[src/rtl/hdlverifier_capture_buffer_ctrl.sv]
// hdlverifier_capture_buffer_ctrl
// Capture buffer controller for the 1-bit trigger path. It arms on request,
// records qualified samples into a circular RAM, freezes a pre/post trigger
// window and streams it out oldest-first over valid/ready.
// Optional feature macro: CAPTURE_TIMESTAMP_EN adds trig_timestamp, a
// saturating count of clk_enable cycles from arm to the qualifying trigger.
module hdlverifier_capture_buffer_ctrl #(
  parameter int unsigned DATA_WIDTH = 32,
  parameter int unsigned ADDR_WIDTH = 4
) (
  input  logic                  clk,
  input  logic                  reset_n,
  input  logic                  clk_enable,
  input  logic [DATA_WIDTH-1:0] data_in,
  input  logic                  trigger,
  input  logic                  arm,
  input  logic                  abort,
  input  logic [ADDR_WIDTH-1:0] pretrigger_depth,
  output logic                  busy,
  output logic                  capture_done,
  output logic                  out_valid,
  input  logic                  out_ready,
  output logic [DATA_WIDTH-1:0] out_data,
  output logic                  out_last
`ifdef CAPTURE_TIMESTAMP_EN
  ,
  output logic [31:0]           trig_timestamp
`endif
);

  localparam int unsigned DEPTH = 1 << ADDR_WIDTH;
  localparam int unsigned CW    = ADDR_WIDTH + 1;

  typedef enum logic [2:0] {
    IDLE,
    PRE_FILL,
    WAIT_TRIG,
    POST,
    READOUT
  } state_t;

  state_t state, state_n;

  logic [DATA_WIDTH-1:0] mem [DEPTH];
  logic [DATA_WIDTH-1:0] data_d;
  logic [DATA_WIDTH-1:0] ram_q;
  logic [DATA_WIDTH-1:0] skid_data;
  logic [ADDR_WIDTH-1:0] wr_ptr;
  logic [ADDR_WIDTH-1:0] rd_ptr;
  logic [ADDR_WIDTH-1:0] pre_q;
  logic [CW-1:0]         post_q;
  logic [CW-1:0]         fill_cnt;
  logic [CW-1:0]         post_cnt;
  logic [CW-1:0]         issue_cnt;
  logic [CW-1:0]         accept_cnt;
  logic                  rd_pending;
  logic                  skid_valid;
  logic                  wr_en;
  logic                  trig_hit;
  logic                  pop;
  logic                  last_accept;
  logic                  issue;
  logic [1:0]            occ;
  logic [1:0]            occ_after;

  // Capture-side qualifiers and readout handshake terms
  always_comb begin
    wr_en       = clk_enable && (state == PRE_FILL || state == WAIT_TRIG || state == POST);
    trig_hit    = clk_enable && trigger && (state == WAIT_TRIG);
    pop         = out_valid && out_ready;
    last_accept = pop && (accept_cnt == CW'(DEPTH - 1));
    // Entries held or in flight (output reg, skid, RAM read) after this cycle's pop;
    // a new read is only issued if its data is guaranteed a slot next cycle.
    occ         = 2'(out_valid) + 2'(skid_valid) + 2'(rd_pending);
    occ_after   = occ - 2'(pop);
    issue       = (state == READOUT) && !abort && (issue_cnt < CW'(DEPTH)) && (occ_after < 2'd2);
  end

  // State register
  always_ff @(posedge clk or negedge reset_n) begin
    if (!reset_n) state <= IDLE;
    else          state <= state_n;
  end

  // Next-state and status outputs; abort overrides everything
  always_comb begin
    state_n      = state;
    busy         = (state != IDLE);
    capture_done = (state == READOUT);
    out_last     = out_valid && (accept_cnt == CW'(DEPTH - 1));
    if (abort) begin
      state_n = IDLE;
    end else begin
      case (state)
        IDLE:      if (arm) state_n = (pretrigger_depth == '0) ? WAIT_TRIG : PRE_FILL;
        PRE_FILL:  if (wr_en && (fill_cnt + 1'b1 == CW'(pre_q))) state_n = WAIT_TRIG;
        WAIT_TRIG: if (trig_hit) state_n = (post_q == CW'(1)) ? READOUT : POST;
        POST:      if (wr_en && (post_cnt + 1'b1 == post_q)) state_n = READOUT;
        READOUT:   if (last_accept) state_n = IDLE;
        default:   state_n = IDLE;
      endcase
    end
  end

  // Sample buffer: write port for capture, registered read port for readout
  always_ff @(posedge clk) begin
    if (wr_en) mem[wr_ptr] <= data_d;
    if (issue) ram_q <= mem[rd_ptr];
  end

  // Capture counters, window pointers and readout output/skid pipeline
  always_ff @(posedge clk or negedge reset_n) begin
    if (!reset_n) begin
      data_d     <= '0;
      wr_ptr     <= '0;
      rd_ptr     <= '0;
      pre_q      <= '0;
      post_q     <= '0;
      fill_cnt   <= '0;
      post_cnt   <= '0;
      issue_cnt  <= '0;
      accept_cnt <= '0;
      rd_pending <= 1'b0;
      skid_valid <= 1'b0;
      skid_data  <= '0;
      out_valid  <= 1'b0;
      out_data   <= '0;
    end else begin
      if (clk_enable) data_d <= data_in;
      if (wr_en) wr_ptr <= wr_ptr + 1'b1;

      if (!abort) begin
        case (state)
          IDLE: if (arm) begin
            // Input width already caps the pre-trigger depth at DEPTH-1.
            pre_q    <= pretrigger_depth;
            post_q   <= CW'(DEPTH) - CW'(pretrigger_depth);
            fill_cnt <= '0;
          end
          PRE_FILL:  if (wr_en) fill_cnt <= fill_cnt + 1'b1;
          WAIT_TRIG: if (trig_hit) begin
            // Oldest window sample sits pre entries behind the trigger write.
            rd_ptr   <= wr_ptr - pre_q;
            post_cnt <= CW'(1);
          end
          POST:      if (wr_en) post_cnt <= post_cnt + 1'b1;
          default: ;
        endcase
      end

      if (abort || state != READOUT) begin
        issue_cnt  <= '0;
        accept_cnt <= '0;
        rd_pending <= 1'b0;
        skid_valid <= 1'b0;
        out_valid  <= 1'b0;
      end else begin
        rd_pending <= issue;
        if (issue) begin
          rd_ptr    <= rd_ptr + 1'b1;
          issue_cnt <= issue_cnt + 1'b1;
        end
        if (pop) accept_cnt <= accept_cnt + 1'b1;
        if (!out_valid || pop) begin
          if (skid_valid) begin
            out_data   <= skid_data;
            out_valid  <= 1'b1;
            skid_valid <= rd_pending;
            if (rd_pending) skid_data <= ram_q;
          end else if (rd_pending) begin
            out_data  <= ram_q;
            out_valid <= 1'b1;
          end else begin
            out_valid <= 1'b0;
          end
        end else if (rd_pending) begin
          skid_valid <= 1'b1;
          skid_data  <= ram_q;
        end
      end
    end
  end

`ifdef CAPTURE_TIMESTAMP_EN
  logic [31:0] ts_cnt;
  logic [31:0] ts_next;

  always_comb begin
    ts_next = (ts_cnt == '1) ? ts_cnt : ts_cnt + 1'b1;
  end

  // Qualified-cycle count from arm, latched on the trigger that is taken
  always_ff @(posedge clk or negedge reset_n) begin
    if (!reset_n) begin
      ts_cnt         <= '0;
      trig_timestamp <= '0;
    end else if (!abort) begin
      if (state == IDLE && arm) begin
        ts_cnt         <= '0;
        trig_timestamp <= '0;
      end else if (clk_enable && (state == PRE_FILL || state == WAIT_TRIG)) begin
        ts_cnt <= ts_next;
        if (trig_hit) trig_timestamp <= ts_next;
      end
    end
  end
`endif

endmodule

[config.mk]
export PLATFORM = sky130hd
export DESIGN_NAME = hdlverifier_capture_buffer_ctrl
export DESIGN_NICKNAME = d
export VERILOG_FILES = /design/src/rtl/hdlverifier_capture_buffer_ctrl.sv
export SDC_FILE = /design/constraint.sdc
export NUM_CORES = 1
export LEC_CHECK = 0
export CORE_MARGIN = 1
export CORE_UTILIZATION = 60
export DETAILED_ROUTE_END_ITERATION = 10
export DONT_BUFFER_PORTS = 1
export PLACE_DENSITY = 0.85
export SLEW_MARGIN = 0
export SYNTH_ARGS = -nofsm -noshare
export SYNTH_HDL_FRONTEND = slang
export SYNTH_SLANG_ARGS = --single-unit
[constraint.sdc]
create_clock -name clk -period 9.1 [get_ports clk]
set_clock_uncertainty 0.1 [all_clocks]
set_input_delay 1.365 -clock clk [delete_from_list [all_inputs] [get_ports clk]]
set_output_delay 1.365 -clock clk [all_outputs]
set_load 0.03 [all_outputs]
# Yosys cells after proc, flatten, opt, wreduce, memory -nomap -nowiden
# Memory sizes are Yosys's and may differ from the RTL's. A register that Yosys moved wholly into a read port is not among the register bits.
# Index checks and enable logic that the tools add are counted.
[word_totals] ramBits=512 reg_bits=139 memories=1 inputBits=43
[classes] bitwise_logic=2 reduce_logical=33 magnitude_cmp=2 mux=40 add_sub_neg=11 eq_ne=19
[mem_list] memory="mem" words=16 width=32 rd=1 rd_ports_with_merged_regs=1 wr=1 line="44" source="logic [DATA_WIDTH-1:0] mem [DEPTH];"
[ops] op="$mux W32" count=5
[ops] op="$mux W5" count=8
[ops] op="$mux W3" count=7
[ops] op="$add A5 B1 Y5 const B" count=4
[ops] op="$mux W4" count=5
[ops] op="$pmux W5 S2" count=2
[ops] op="$pmux W3 S5" count=1
[ops] op="$reduce_bool A2 Y1" count=6
[ops] op="$logic_and A1 B1 Y1" count=11
[ops] op="$mux W1" count=11
[ops] op="$ne A2 B2 Y1 const B" count=5
[ops] op="$ne A3 B2 Y1 const B" count=3
[ops] op="$ne A3 B3 Y1 const B" count=3
[ops] op="$add A4 B1 Y4 const B" count=2
[ops] op="$reduce_and A4 Y1" count=2
[ops] op="$eq A3 B2 Y1 const B" count=2
[ops] op="$reduce_and A3 Y1" count=2
[ops] op="$reduce_bool A3 Y1" count=2
[ops] op="$eq A5 B1 Y1 const B" count=1
[ops] op="$eq A5 B4 Y1" count=1
[ops] op="$eq A5 B4 Y1 const B" count=1
[ops] op="$eq A5 B5 Y1" count=1
[ops] op="$lt A5 B5 Y1 const B" count=1
[ops] op="$reduce_and A5 Y1" count=1
[ops] op="15 further kinds" count=20

# Longest topological paths before layout
[logic_depth] word_depth=8 mapped_depth=10

# Least setup slack after synthesis
# Ideal clock, no wire load.
[synth_timing] kind="in2reg" startpoint="input port out_ready" endpoint="register rd_ptr[3]" path_slack_ns=4.644 path_stages=10 required_time_ns=8.877 arrival_time_ns=4.234 path_cell_list="and2_1 -> clkbuf_1 -> ha_1 -> inv_1 -> ha_1 -> a21oi_1 -> xnor2_1 -> nor3_4 -> mux2_2 -> o221a_2"
[synth_via] elab_chain_len=6
[synth_rtl] element="start: declaration" line="22" source="input logic out_ready,"
[synth_rtl] element="$logic_and A1 B1 Y1" line="70" source="pop = out_valid && out_ready;"
[synth_rtl] element="$sub A2 B1 Y2" line="75" source="occ_after = occ - 2'(pop);"
[synth_rtl] element="$lt A2 B2 Y1" line="76" source="issue = (state == READOUT) && !abort && (issue_cnt < CW'(DEPTH)) && (occ_after < 2'd2);"
[synth_rtl] element="$logic_and A1 B1 Y1" line="76"
[synth_rtl] element="via issue" line="62" source="logic issue;"
[synth_rtl] element="$mux W4" line="159" source="if (issue) begin"
[synth_rtl] element="$mux W4" line="151" source="if (abort || state != READOUT) begin"
[synth_rtl] element="end signal: assignment" line="143" source="rd_ptr <= wr_ptr - pre_q;"
[synth_rtl] element="end signal: assignment" line="160" source="rd_ptr <= rd_ptr + 1'b1;"
[synth_rtl] element="end: declaration" line="49" source="logic [ADDR_WIDTH-1:0] rd_ptr;"
# The timed path passes the listed nets, and every way through them passes these cells.
# A chain may end at the register's enable or synchronous reset.

# Final worst setup path
[layout_timing] startpoint="register state[1]" endpoint="output port busy"
[layout_via] elab_chain_len=1
[layout_rtl] element="start: declaration" line="42" source="state_t state, state_n;"
[layout_rtl] element="start signal: assignment" line="82" source="else state <= state_n;"
[layout_rtl] element="$reduce_bool A3 Y1" line="88" source="busy = (state != IDLE);"
[layout_rtl] element="end: declaration" line="19" source="output logic busy,"
# Every way passes these cells.

==> metrics.yaml <==
outcome:
  status: "finished clean"
clock_network:
  h-tree-depth: 3
  cts_hold_buffers: 0
  numCtsBuffers: 68
  post_cts_buffers: 0
  clockRootBuffer: "clkbuf_16"
  cts.sinks: 682
  cts_max_path_buffers: 3
  ctsResizeCount: 0
  clkLatencyLatePin_ns: 0.64
  clk_pin_slew_worst_paths_ns: 0.06
  cts_tree: "yes"
yosys:
  avgSynthCellArea_um2: 20.6
  synth_nets: 1361
  syn_area_um2: 26700
  synth_enable_flop_cells: 544
  synth-seq-cells: 682
  synth_warnings: 0
  ys_seq_area_share_pct: 74.0
  async_flop_share_pct: 20.2
  syn_inst: 1301
  post_synth_main_area_contributors: "edfxtp_1 61%, mux4_2 13%, dfrtp_1 13%"
  synth-main-ff-cell: "edfxtp_1"
  yosysTopAreaCell: "edfxtp_1"
  synth_cell_types: 52
  synth_top_area_share_pct: 61.1
floorplanning:
  die_w_um: 213
  die_y_um: 213
  ios: 79
  start_util_pct: 61.4
  core-area_um2: 43600
  num_rows: 76
  dieArea_um2: 45400
sta:
  setup_viol: 0
  tns_ns: 0
  rsz0062_at_grt: "no"
  max_freq_mhz: 283
  fin_crit_ns: 3.53
  fin_crit_sh_pct: 38.8
  worst_pin_slew_ns: 1.30
  hold_violations: 0
  slew_viol_final: 0
  slew_headroom_pct: 13.2
drt:
  via_per_inst: 6.53
  ant_nets: 0
  wl_um: 58100
  dr_total_vias: 12800
  first_iter_violations: 1438
  drt-pass1-iter-count: 5
  drc_errors: 0
  wl_per_cell_um: 29.8
grt:
  grt_overflow: 0
  grt_antenna_before_repair: 3
  grt_pass1_wl_um: 85900
  grtUsageTotal_pct: 26.8
  grt_pass1_vias: 13500
  grt_max_degree: 139
setup_path:
  crit_path_start_kind: "flip-flop"
  ff2ff_setup_slack_ns: 5.59
  reg2reg_depth: 3
  rr_endpoint: "ram_q[11]"
  regToRegStartpoint: "rd_ptr[1]"
  cp_data_arrival_time_ns: 2.06
  crit_path_end_kind: "output pin"
  crit_required_ns: 7.64
  cp_max_fo: 12
  criticalPathCategory: "reg -> out"
cells_and_area:
  final_common_cell: "edfxtp_1"
  area_growth_pct: 9.93
  finalNetCount: 1372
  layout_common_cells: "544 x edfxtp_1, 160 x mux4_2, 134 x dfrtp_1"
  drive_above_1_share_pct: 26.3
  finalInstanceArea_um2: 29400
placement:
  dp_hpwl_um: 28700
  portBuffers: 0
  gp_congestion: 0.792
  placedInstanceArea_um2: 27200
pwr:
  ir_drop_uv: 272
  switching_share_pct: 29.1
  powerDensity_nw_per_um2: 296
  clkPwrFrac_pct: 31.5
  p_comb_share_pct: 21.1
  power_frac_seq_pct: 47.3
  cellInternalPower_uw: 6170
  p_leak_uw: 0.00999
  switchingPower_uw: 2530
min_path:
  hold_class: "in -> async"
job:
  cap_violations: 0
==> state kept, by name, summed over array words and instances (netlist names) <==
name / cells
data_d: 32
ram_q: 32
rd_pending: 1
out_valid: 1
issue_cnt: 5
post_cnt: 5
wr_ptr: 4
skid_data: 32
skid_valid: 1
pre_q: 4
out_data: 32
post_q: 4
state: 3
fill_cnt: 5
accept_cnt: 5
rd_ptr: 4
mem: 512
==> kinds of logic (layout without fill, tap and decap cells) <==
logic type	count (synthesis)	in the layout	share of synthesized area (%)
AO/OA/AOI/OAI	75	75	1.60
XOR/XNOR	31	31	1.02
adder cells (fa/ha/maj)	17	17	0.824
buffers and inverters	77	144	1.43
flip-flops	682	682	74.0
multiplexers	264	264	18.1
other	0	1	0
AND/OR/NAND/NOR	155	155	3.01
==> layer usage <==
metal | global-route usage, % | part of all wire (%) | wire length, um | up-vias
li1 | - | - | - | 5241
met1 | 34.1 | 37 | 21800 | 6715
met2 | 46.0 | 52 | 30000 | 660
met3 | 5.75 | 7.9 | 4580 | 133
met4 | 9.03 | 3.0 | 1760 | 2
met5 | 0 | 0.022 | 13 | -
==> power groups by stage <==
| stage | registers (uW) | logic, uW | clock network, uW |
|---|---|---|---|
| after CTS | 4120 | 1850 | 2760 |
| after global placement | 4140 | 1740 | 0 |
| final | 4120 | 1840 | 2740 |
| after global routing | 4150 | 1950 | 2890 |
| after floorplan | 4010 | 1440 | 0 |
| after detailed placement | 4170 | 1810 | 0 |
==> metrics by stage <==
step | hold slack (ns) | setup slack (ns) | total power (uW) | utilization (%) | cells
CTS | 0.323 | 5.58 | 8730 | 67.5 | 1953
detailed placement | 0.394 | 5.01 | 5980 | 62.5 | 1827
finish | 0.343 | 5.57 | 8700 | 67.5 | 1954
floorplan | 0.375 | 4.64 | 5450 | - | 1301
global placement | 0.388 | 5.06 | 5890 | 62.5 | 1827
global route | 0.321 | 5.46 | 8990 | 67.5 | 1953
==> area by class of cell <==
type	count	area, um^2
clock buffers	91	1910
inverters	12	45.0
diodes	1	2.50
repair buffers	6	57.6
flip-flops and latches	682	19800
well taps	585	732
multi-input cells	542	6590
clock inverters	35	256
fillers	2622	14200
==> critical path, cell delays in order, from the launching register on <==
cell	delay, ns
dfrtp_1	0.51
nor2_1	0.58
nand2_1	0.37
==> cell usage after synthesis (all sizes together) (11+ instances only) <==
cell and count:
buf 37, edfxtp 544, ha 16, nand2 21, and2 15, clkbuf 28, o21ai 19, xnor2 19
inv 12, nor2 58, mux2 69, a21oi 40, dfrtp 138, mux4 160, nand3 11, xor2 12
mux2i 35
==> how the worst max path moves through the flow <==
stage                     startpoint         to  slack (ns)  depth (start not counted)
final                       state[1]       busy        5.57                          2
after global routing       out_ready  rd_ptr[3]        5.46                         10
after CTS                   state[1]       busy        5.58                          2
after detailed placement   out_ready  rd_ptr[3]        5.01                         10
after global placement     out_ready  rd_ptr[3]        5.06                         10
after floorplan            out_ready  rd_ptr[3]        4.64                         10
Power figures use the tool's default switching activity.
